[config.mk]
export PLATFORM = sky130hd
export DESIGN_NAME = addsub_pipe
export DESIGN_NICKNAME = d
export VERILOG_FILES = /design/src/rtl/addsub_pipe.sv
export SDC_FILE = /design/constraint.sdc
export NUM_CORES = 1
export LEC_CHECK = 0
export CORE_MARGIN = 4
export CORE_UTILIZATION = 30
export CTS_CLUSTER_DIAMETER = 100
export DETAILED_ROUTE_END_ITERATION = 12
export PLACE_DENSITY = 0.58
export SKIP_LAST_GASP = 1
export SLEW_MARGIN = 20
export SYNTH_ARGS = -nofsm -noshare
export SYNTH_HDL_FRONTEND = slang
export SYNTH_SLANG_ARGS = --single-unit
[constraint.sdc]
create_clock -name clk -period 4.03 [get_ports clk]
set_input_delay 0.403 -clock clk [delete_from_list [all_inputs] [get_ports clk]]
set_output_delay 0.403 -clock clk [all_outputs]
set_load 0.01 [all_outputs]
[src/rtl/addsub_pipe.sv]
// addsub_pipe: pipelined ADD/SUB/ADC/SBC unit with a carry register for
// multi-word arithmetic and valid/ready handshakes on both sides.
// The output word is packed as {N, Z, C, V, result[WIDTH-1:0]}.
// Latency is STAGES cycles, and the unit sustains one beat per cycle while out_ready=1.
// Optional feature: define ADDSUB_SAT_EN to add the sat port. With sat=1, a result
// that overflows as a signed value clamps to the signed max or min.
module addsub_pipe #(
  parameter int WIDTH  = 32,
  parameter int STAGES = 2
) (
  input  logic             clk,
  input  logic             clr_n,
  input  logic             in_valid,
  output logic             in_ready,
  input  logic [1:0]       op,
  input  logic [WIDTH-1:0] in1,
  input  logic [WIDTH-1:0] in2,
  output logic             out_valid,
  input  logic             out_ready,
  output logic [WIDTH+3:0] out
`ifdef ADDSUB_SAT_EN
  ,
  input  logic             sat
`endif
);

  localparam int OW = WIDTH + 4;

  if (WIDTH < 4 || STAGES < 1 || STAGES > 3) begin : g_bad_param
    $error("addsub_pipe: WIDTH must be >= 4 and STAGES must be 1..3");
  end

  logic              cf;
  logic [WIDTH-1:0]  b_eff;
  logic              cin;
  logic [WIDTH:0]    sum;
  logic              c_flag;
  logic              v_flag;
  logic [WIDTH-1:0]  res;
  logic [OW-1:0]     beat_word;
  logic              accept;

  logic [STAGES-1:0] slot_valid;
  logic [OW-1:0]     slot_data [STAGES];
  logic [STAGES-1:0] move;

  // Operand prep: op[0] selects subtract (invert b), op[1] selects carry-in from cf
  always_comb begin
    b_eff = op[0] ? ~in2 : in2;
    cin   = op[1] ? cf : op[0];
  end

  // Full-width sum with carry out, plus the carry and signed-overflow flags
  always_comb begin
    sum    = {1'b0, in1} + {1'b0, b_eff} + {{WIDTH{1'b0}}, cin};
    c_flag = sum[WIDTH];
    v_flag = (in1[WIDTH-1] == b_eff[WIDTH-1]) && (sum[WIDTH-1] != in1[WIDTH-1]);
  end

  // Result selection; the clamp direction follows the sign of operand A
  always_comb begin
    res = sum[WIDTH-1:0];
`ifdef ADDSUB_SAT_EN
    if (sat && v_flag) begin
      res = in1[WIDTH-1] ? {1'b1, {(WIDTH-1){1'b0}}} : {1'b0, {(WIDTH-1){1'b1}}};
    end
`endif
    beat_word = {res[WIDTH-1], (res == '0), c_flag, v_flag, res};
  end

  // Slot k may load when it is empty or its content moves on; chain runs from the output end
  always_comb begin
    logic chain;
    move  = '0;
    chain = !slot_valid[STAGES-1] || out_ready;
    move[STAGES-1] = chain;
    for (int k = STAGES - 2; k >= 0; k--) begin
      chain   = !slot_valid[k] || chain;
      move[k] = chain;
    end
  end

  assign in_ready  = move[0];
  assign accept    = in_valid && in_ready;
  assign out_valid = slot_valid[STAGES-1];
  assign out       = slot_data[STAGES-1];

  // Carry register follows acceptance order, so chained ADC/SBC see the previous beat's C
  always_ff @(posedge clk or negedge clr_n) begin
    if (!clr_n) begin
      cf <= 1'b0;
    end else if (accept) begin
      cf <= c_flag;
    end
  end

  // Pipeline slots: each slot takes its predecessor's content whenever it is allowed to move
  always_ff @(posedge clk or negedge clr_n) begin
    if (!clr_n) begin
      slot_valid <= '0;
      for (int k = 0; k < STAGES; k++) begin
        slot_data[k] <= '0;
      end
    end else begin
      if (move[0]) begin
        slot_valid[0] <= accept;
        if (accept) begin
          slot_data[0] <= beat_word;
        end
      end
      for (int k = 1; k < STAGES; k++) begin
        if (move[k]) begin
          slot_valid[k] <= slot_valid[k-1];
          if (slot_valid[k-1]) begin
            slot_data[k] <= slot_data[k-1];
          end
        end
      end
    end
  end

endmodule

==> impl_metrics.yaml, run 1 <==
logic_synthesis:
  synth_seq_cells: 72
  synth_top_flop_cell: "dfrtp_1"
  syn_area_um2: 5230
  synth_most_common_cell: "dfrtp_1"
  synth_top_area_share: 0.345
  synth_edf_count: 0
  synth_top_area_cell: "dfrtp_1"
  synth_area_per_cell_um2: 9.52
  synth.area.top_cells: "dfrtp_1, mux2_2, ha_1"
  synth_warnings: 0
  synth_seq_area_share: 0.345
  synth.net_count: 652
  syn_inst: 549
  synthArstFlopShare: 1.00
  synth_common_cells: "dfrtp_1, nand2_1, mux2_2, o21ai_0, xor2_1"
  synth_cell_type_count: 59
timing:
  fin_crit_sh: 0.911
  hold_violations: 0
  rsz0062_at_grt: "false"
  period_needed_ns: 3.67
  setup_viol: 0
  worst_slack_ns: 0.360
  finalMaxSlewViolations: 0
  tightest_slew_ns: 0.783
  skew_ns: 0.00584
  fmax_ghz: 0.272
  max-slew-margin-rel: 0.478
  timing.hold.ws_ns: 0.149
detailed_routing:
  num_vias: 4236
  drt_iter0_drc: 267
  drc: 0
  viasPerCell: 5.00
  ant_nets: 0
  drt-total-wl_mm: 13.5
  dr.pass1.iters: 4
  wl_per_cell_um: 15.9
die:
  die_w_um: 140
  die_h_um: 140
  num_rows: 48
  core_area_um2: 17200
  die-area_um2: 19600
  start_util: 0.304
  ios: 108
final_layout:
  final_core_util: 0.386
  fillerInstances: 1723
  stdcell_count: 848
  layout-drive-gt1-share: 0.128
  final_cell_area_um2: 6620
  nets: 721
  area_growth_pct: 26.7
  diodes: 0
worst_setup_path:
  cp_common_cell: "fa_1"
  start_kind: "primary input"
  path_cells: "clkdlybuf4s50_1 > xnor2_1 > fa_1 > fa_1 > nor2b_4 > o2111ai_1 > a2111oi_4 > o211ai_1 > o21ai_0 > o22ai_1 > nor4_1 > nand4_1 > o31ai_2"
  cp-end-kind: "flop"
  max_stage_delay_ns: 0.46
  cp_max_fo: 4
  path_class: "primary input to flop"
  arrival_ns: 3.91
  critPathSlowestCell: "a2111oi_4"
  cp.required_ns: 4.27
cts:
  clkLatencyLatePin_ns: 0.33
  htree_num_levels: 3
  cts_root_buf: "clkbuf_16"
  cts.sinks: 72
  clk_path_buf_depth: 2
  cts_inserted_buffers: 9
  cts_setup_buffers: 0
  tritoncts: "done"
  clk_pin_slew_worst_paths_ns: 0.06
run:
  cap_violations: 0
place:
  port_buffers: 107
  placedInstanceArea_um2: 6280
  pre_cts_ws_ns: -0.00484
  dp_hpwl_mm: 11.0
  placed_cells: 832
  routabilityCongestion: 0.842
global_route:
  grt_start_max_net_pins: 40
  first_global_vias: 4386
  antenna_found_initial: 0
  overflow: 0
  grt_pass1_wl_mm: 22.2
  grt_usage: 0.137
power_and_ir_drop:
  ir_worst_vdd_v: 0.000201
  p_per_area_nw_per_um2: 507
  p_leak_nw: 2.81
run_status:
  status: "completed"
worst_hold_path:
  min_path_type: "primary input to asynchronous set/reset pin"
what timing repair did:
action,in CTS,in global routing
hold buffers,0,0
gates resized for setup,0,1
hold endpoints to repair,0,0
setup endpoints to repair,0,1
layer usage:
metal  global-route usage  routed length [µm]
met2                0.221                6200
met3               0.0259                 863
met4               0.0331                 147
met5                    0                   0
met1                0.190                6290
worst max-delay path: cells and delay by family:
kind / cells / cell delay (ns)
adders and majority gates: 2 / 0.89
AOI/OAI and AO/OA: 6 / 1.32
xor gates and xnor gates: 1 / 0.15
buffers and inverters: 1 / 0.42
and+or+nand+nor: 3 / 0.72
layout by cell type (no fill, tap or decap), types with 3 or more instances in the layout:
master,count
inv_1,9
o21ai_0,44
ha_1,31
and3_1,6
a211oi_1,4
o21a_1,6
or3_1,3
and2_1,5
o31ai_1,8
o21ai_1,4
o211ai_1,5
nor2b_1,4
o211a_1,3
nand2b_1,6
clkdlybuf4s50_1,105
buf_4,10
nand3_1,3
dfrtp_1,72
clkbuf_16,9
a21o_1,10
nand4_1,10
nor3_1,10
a21oi_1,34
a31oi_1,4
nand2_1,50
nor2_1,19
a211o_1,5
mux2_2,44
xnor2_1,16
xor2_1,41
registers in the layout (all words and copies together), names as in the netlist:
| name | count |
|---|---|
| slot_valid | 2 |
| out | 35 |
| slot_data | 35 |
kinds of logic after synthesis:
kind of cell / after synthesis / share of synthesized area
DFF: 72 / 0.345
AOI/OAI and AO/OA: 148 / 0.184
xor gates and xnor gates: 57 / 0.0955
adders and majority gates: 33 / 0.0818
and+or+nand+nor: 126 / 0.120
muxes: 45 / 0.0967
buffers and inverters: 68 / 0.0768
power by group:
group | switching (W) | internal, W | total (W)
clock network | 0.000301 | 0.000577 | 0.000878
logic | 0.000643 | 0.000715 | 0.00136
registers | 0.000143 | 0.000981 | 0.00112
layout make-up:
type	count	area, µm²	share of cell area
multi-input cells	409	3040	0.459
flip-flops and latches	72	1800	0.272
repair buffers	117	1140	0.172
well taps	225	282	0.0425
clock buffers	12	256	0.0387
clock inverters	4	76.3	0.0115
inverters	9	33.8	0.00510
worst paths after layout:
path,to,cells after the start,slack [ns],startpoint
worst max register to register,slot_data[70],12,0.49,slot_data[69]
min in group clk,slot_data[53],2,0.48,slot_data[53]
max in group asynchronous,out[33],2,2.87,clr_n
worst min-delay path,out[14],1,0.15,clr_n
worst max-delay path,slot_data[70],13,0.36,in2[0]
worst min register to register,slot_data[53],2,0.48,slot_data[53]
stage by stage:
stage / power (W) / setup TNS (ns)
2_1_floorplan: 0.00208 / 0
3_3_place_gp: 0.00248 / 0
3_5_place_dp: 0.00250 / -0.00484
4_1_cts: 0.00340 / 0
5_1_grt: 0.00357 / 0
6_report: 0.00336 / 0
Power figures use the tool's default switching activity.
==> run 2: changes to the inputs <==
CORE_UTILIZATION = 52   (was 30)
PLACE_DENSITY = 0.87   (was 0.58)
==> run 2 against run 1 <==
  * Final area down 3.7%
  * Die area down 40%
  * Maximum frequency down 0.47%
  * Routed wire length down 4.3%
  * Register-to-register slack better by 0.03 ns
  * Non-clock buffer count down 2
  * Sequential share of layout area up 1.0 points
  * Worst hold slack better by 0.34 ns
  * Core utilization up 27 points
  * Cell count down 11%
  * First-iteration DRC count down 13%
  * Largest power group unchanged
==> impl_metrics.yaml, run 2 (synthesized netlist as in run 1, its figures left out) <==
run_status:
  status: "completed"
detailed_routing:
  viasPerCell: 5.74
  num_vias: 4328
  drt_iter0_drc: 233
  dr.pass1.iters: 4
  drt-total-wl_mm: 12.9
  drc: 0
  ant_nets: 0
  wl_per_cell_um: 17.1
cts:
  cts_resized: 0
  clk_pin_slew_worst_paths_ns: 0.08
  tritoncts: "done"
  cts_root_buf: "clkbuf_8"
  htree_num_levels: 3
  cts.sinks: 72
  clkLatencyLatePin_ns: 0.35
  cts_inserted_buffers: 9
  clk_path_buf_depth: 2
die:
  die_h_um: 108
  start_util: 0.535
  die-area_um2: 11700
  ios: 108
  die_w_um: 108
  num_rows: 36
  core_area_um2: 9770
timing:
  finalMaxSlewViolations: 0
  setup_viol: 0
  skew_ns: 0.00605
  max-slew-margin-rel: 0.579
  fmax_ghz: 0.271
  rsz0062_at_grt: "false"
  tightest_slew_ns: 0.632
  setup_tns_ns: 0
  period_needed_ns: 3.69
  hold_violations: 0
  fin_crit_sh: 0.915
worst_setup_path:
  path_class: "primary input to flop"
  cp_common_cell: "nand4_1"
  critPathSlowestCell: "clkdlybuf4s50_1"
  critical_path_buf_inv_count: 2
  max_stage_delay_ns: 0.50
  cp_max_fo: 3
  start_kind: "primary input"
  path_cells: "clkdlybuf4s50_1 > xor2_1 > ha_1 > nor2b_1 > o31ai_1 > a21oi_1 > or3_1 > a2111oi_0 > buf_4 > nand4_1 > nor4_1 > nand4_1 > o31ai_2"
  path_delay_family: "compound AO/OA/AOI/OAI gates"
  cp.required_ns: 4.29
  cp-end-kind: "flop"
  arrival_ns: 3.95
place:
  port_buffers: 107
  dp_hpwl_mm: 10.4
  routabilityCongestion: 0.889
power_and_ir_drop:
  p_leak_nw: 2.75
  p_per_area_nw_per_um2: 490
  ir_worst_vdd_v: 0.000245
  power_w: 0.00313
final_layout:
  diodes: 0
  fillerInstances: 779
  layout_commonest_cell: "clkdlybuf4s50_1"
  area_growth_pct: 22.0
  final_cell_mix: "clkdlybuf4s50_1, dfrtp_1, nand2_1"
  layout-drive-gt1-share: 0.126
  nets: 719
run:
  cap_violations: 0
global_route:
  first_global_vias: 4260
  grt.busiest_layer: "met2"
  use_met2: 0.376
  grt_pass1_wl_mm: 20.6
  grt_usage: 0.221
  grt_use_met1: 0.287
  grt_start_max_net_pins: 60
  overflow: 0
  use_met3: 0.0400
  antenna_found_initial: 0
worst_hold_path:
  min_path_type: "flop to flop"
run 2: cell types whose count changed in the layout (fill, tap and decap cells not counted):
cell	delta
a2111oi_2	+1
clkinv_4	-1
clkbuf_1	-1
clkbuf_8	+8
buf_4	-3
dlygate4sd3_1	+1
a2111oi_4	-1
clkinvlp_4	+2
clkbuf_16	-9
inv_6	+1
run 2: where the power goes:
| group | internal (W) | leakage (nW) | switching, W |
|---|---|---|---|
| sequential | 0.000979 | 0.874 | 0.000154 |
| clock | 0.000367 | 0.105 | 0.000270 |
| combinational | 0.000711 | 1.77 | 0.000646 |
run 2: worst paths after layout:
path	endpoint	depth (start not counted)	startpoint	slack [ns]
worst max-delay path	slot_data[70]	13	in2[1]	0.34
worst min-delay path	slot_data[48]	2	slot_data[48]	0.49
worst max register to register	slot_data[70]	12	slot_data[69]	0.52
worst min register to register	slot_data[48]	2	slot_data[48]	0.49
max in group asynchronous	slot_data[48]	3	clr_n	2.52
min in group asynchronous	out[30]	2	clr_n	0.52
run 2: area by class of cell:
cell class / count / area [µm²] / area share
repair buffers: 115 / 1120 / 0.176
flip-flops and latches: 72 / 1800 / 0.282
clock buffers: 10 / 138 / 0.0216
well taps: 133 / 166 / 0.0261
multi-input cells: 409 / 3030 / 0.474
clock inverters: 6 / 91.3 / 0.0143
inverters: 9 / 33.8 / 0.00530
run 2: metal layers:
layer / routed length (µm) / up-vias
li1: - / 2083
met1: 5550 / 2075
met2: 6310 / 150
met3: 851 / 20
met4: 212 / 0
met5: 0 / -
run 2: metrics by stage:
stage / instance area [µm²] / hold slack (ns) / util / instances / setup WS [ns]
floorplan: 5230 / 0.107 / - / 549 / 0.168
global placement: 6140 / 0.357 / 0.628 / 737 / 0.0624
detailed placement: 6140 / 0.360 / 0.628 / 737 / 0.0206
CTS: 6380 / 0.491 / 0.653 / 754 / 0.395
global route: 6380 / 0.513 / 0.653 / 754 / 0.144
finish: 6380 / 0.490 / 0.653 / 754 / 0.342
run 2: tightest hold or removal path: cells and delay by family, from the launching register on:
family / cells / cell delay (ns)
AOI/OAI and AO/OA: 1 / 0.06
DFF: 1 / 0.34
and+or+nand+nor: 1 / 0.06
run 2: timing repair:
action / in CTS / in global routing
setup buffers: 0 / 0
hold buffers: 1 / 0
endpoints found under the hold margin: 19 / 0
==> run 3: changes to the inputs <==
CELL_PAD_IN_SITES_DETAIL_PLACEMENT = 1   (was default)
CELL_PAD_IN_SITES_GLOBAL_PLACEMENT = 1   (was default)
CORE_UTILIZATION = 40   (was 52)
PLACE_DENSITY = 0.88   (was 0.87)
==> run 3 against run 2 <==
  * Routed wire length rose by 24%
  * Clock power is 24% higher
  * Worst hold slack got worse by 0.34 ns
  * Total power rose by 7.7%
  * Largest cell class unchanged
==> impl_metrics.yaml, run 3 (synthesized netlist as in run 1, its figures left out) <==
global_route:
  grt_start_max_net_pins: 50
  grt.busiest_layer: "met2"
  grt_pass1_wl_mm: 26.3
  grt_use_met1: 0.288
  grt_usage: 0.223
  use_met2: 0.386
  antenna_found_initial: 0
  first_global_vias: 4873
  use_met3: 0.0346
  overflow: 0
timing:
  setup_tns_ns: 0
  finalMaxSlewViolations: 0
  timing.hold.ws_ns: 0.155
  fin_crit_sh: 0.953
  fmax_ghz: 0.260
  tightest_slew_ns: 0.805
  rsz0062_at_grt: "false"
  skew_ns: 0.00709
  hold_violations: 0
  setup_viol: 0
  period_needed_ns: 3.84
  max-slew-margin-rel: 0.464
cts:
  cts_setup_buffers: 0
  clk_pin_slew_worst_paths_ns: 0.06
  cts_inserted_buffers: 9
  htree_num_levels: 3
  cts_root_buf: "clkbuf_16"
  clkLatencyLatePin_ns: 0.34
  cts.sinks: 72
  clk_path_buf_depth: 2
  tritoncts: "done"
worst_setup_path:
  path_cells: "clkdlybuf4s50_1 > xnor2_1 > fa_1 > fa_1 > nor2b_4 > o211a_1 > a211o_1 > nand4_1 > a2111oi_0 > buf_4 > nand4_1 > nor4_1 > nand4_1 > o31ai_2"
  critPathSlowestCell: "a2111oi_0"
  cp.depth: 14
  cp-end-kind: "flop"
  arrival_ns: 4.09
  cp_max_fo: 3
  r2r_setup_slack_ns: 0.34
  max_stage_delay_ns: 0.54
  path_class: "primary input to flop"
  critical_path_buf_inv_count: 2
  start_kind: "primary input"
  reg2regPathDepth: 13
  cp_common_cell: "nand4_1"
  path_delay_family: "compound AO/OA/AOI/OAI gates"
  cp.required_ns: 4.28
place:
  port_buffers: 107
  placedInstanceArea_um2: 6240
  dp_hpwl_mm: 12.3
  routabilityCongestion: 0.931
power_and_ir_drop:
  p_per_area_nw_per_um2: 515
  p_leak_nw: 2.80
  ir_worst_vdd_v: 0.000212
final_layout:
  layout_commonest_cell: "clkdlybuf4s50_1"
  final_core_util: 0.515
  fillerInstances: 1470
  final_cell_mix: "clkdlybuf4s50_1, dfrtp_1, nand2_1"
  diodes: 0
  layout-drive-gt1-share: 0.127
  area_growth_pct: 25.2
  final_cell_area_um2: 6550
  nets: 722
detailed_routing:
  drt_iter0_drc: 228
  dr.pass1.iters: 4
  viasPerCell: 5.55
  num_vias: 4410
  drc: 0
  wl_per_cell_um: 20.1
  drt-total-wl_mm: 16.0
  ant_nets: 0
die:
  core_area_um2: 12700
  num_rows: 41
  die_w_um: 122
  die_h_um: 122
  die-area_um2: 15000
  ios: 108
  start_util: 0.411
run_status:
  status: "completed"
worst_hold_path:
  min_path_type: "primary input to asynchronous set/reset pin"
run:
  cap_violations: 0
## run 3: changes by cell type in the layout (fill, tap and decap cells not counted), moves of 2 or more
| cell | previous run | this run |
|---|---|---|
| clkbuf_16 | 0 | 9 |
| buf_12 | 0 | 2 |
| clkinvlp_4 | 3 | 1 |
| clkbuf_8 | 10 | 1 |
| buf_4 | 7 | 9 |
| clkbuf_1 | 0 | 2 |
## run 3: path summary, 6_finish.rpt
check	from	to
setup / recovery	in2[0]	slot_data[70]
hold / removal	clr_n	out[6]
setup reg to reg	slot_data[69]	slot_data[70]
hold reg to reg	slot_data[68]	slot_data[68]
max in group asynchronous	clr_n	out[24]
min in group clk	slot_data[68]	slot_data[68]
## run 3: layout make-up
cell class	count	area (µm²)	share of cell area
Clock buffer	12	246	0.0377
Inverter	9	33.8	0.00516
Timing Repair Buffer	118	1170	0.179
Tap cell	172	215	0.0329
Sequential cell	72	1800	0.275
Clock inverter	3	42.5	0.00650
Multi-Input combinational cell	409	3040	0.464
## run 3: metrics by stage
| step | setup slack, ns | power (W) | cells |
|---|---|---|---|
| 2_1_floorplan | 0.168 | 0.00208 | 549 |
| 3_3_place_gp | 0.102 | 0.00248 | 780 |
| 3_5_place_dp | -0.0450 | 0.00256 | 780 |
| 4_1_cts | 0.198 | 0.00339 | 795 |
| 5_1_grt | 0.0460 | 0.00355 | 795 |
| 6_report | 0.189 | 0.00337 | 795 |
## run 3: timing repair
| action | 4_1_cts | 5_1_grt |
|---|---|---|
| gates resized for setup | 0 | 1 |
| hold buffers | 0 | 0 |
| setup endpoints to repair | 0 | 1 |
## run 3: per-layer routing
layer  share of wire  wire length, µm
met1            0.44             7110
met2            0.50             8030
met3           0.036              572
met4           0.018              281
met5               0                0
## run 3: power breakdown
group / total (W) / internal, W / switching [W]
clock network: 0.000793 / 0.000492 / 0.000301
registers: 0.00115 / 0.000982 / 0.000167
logic: 0.00143 / 0.000724 / 0.000703
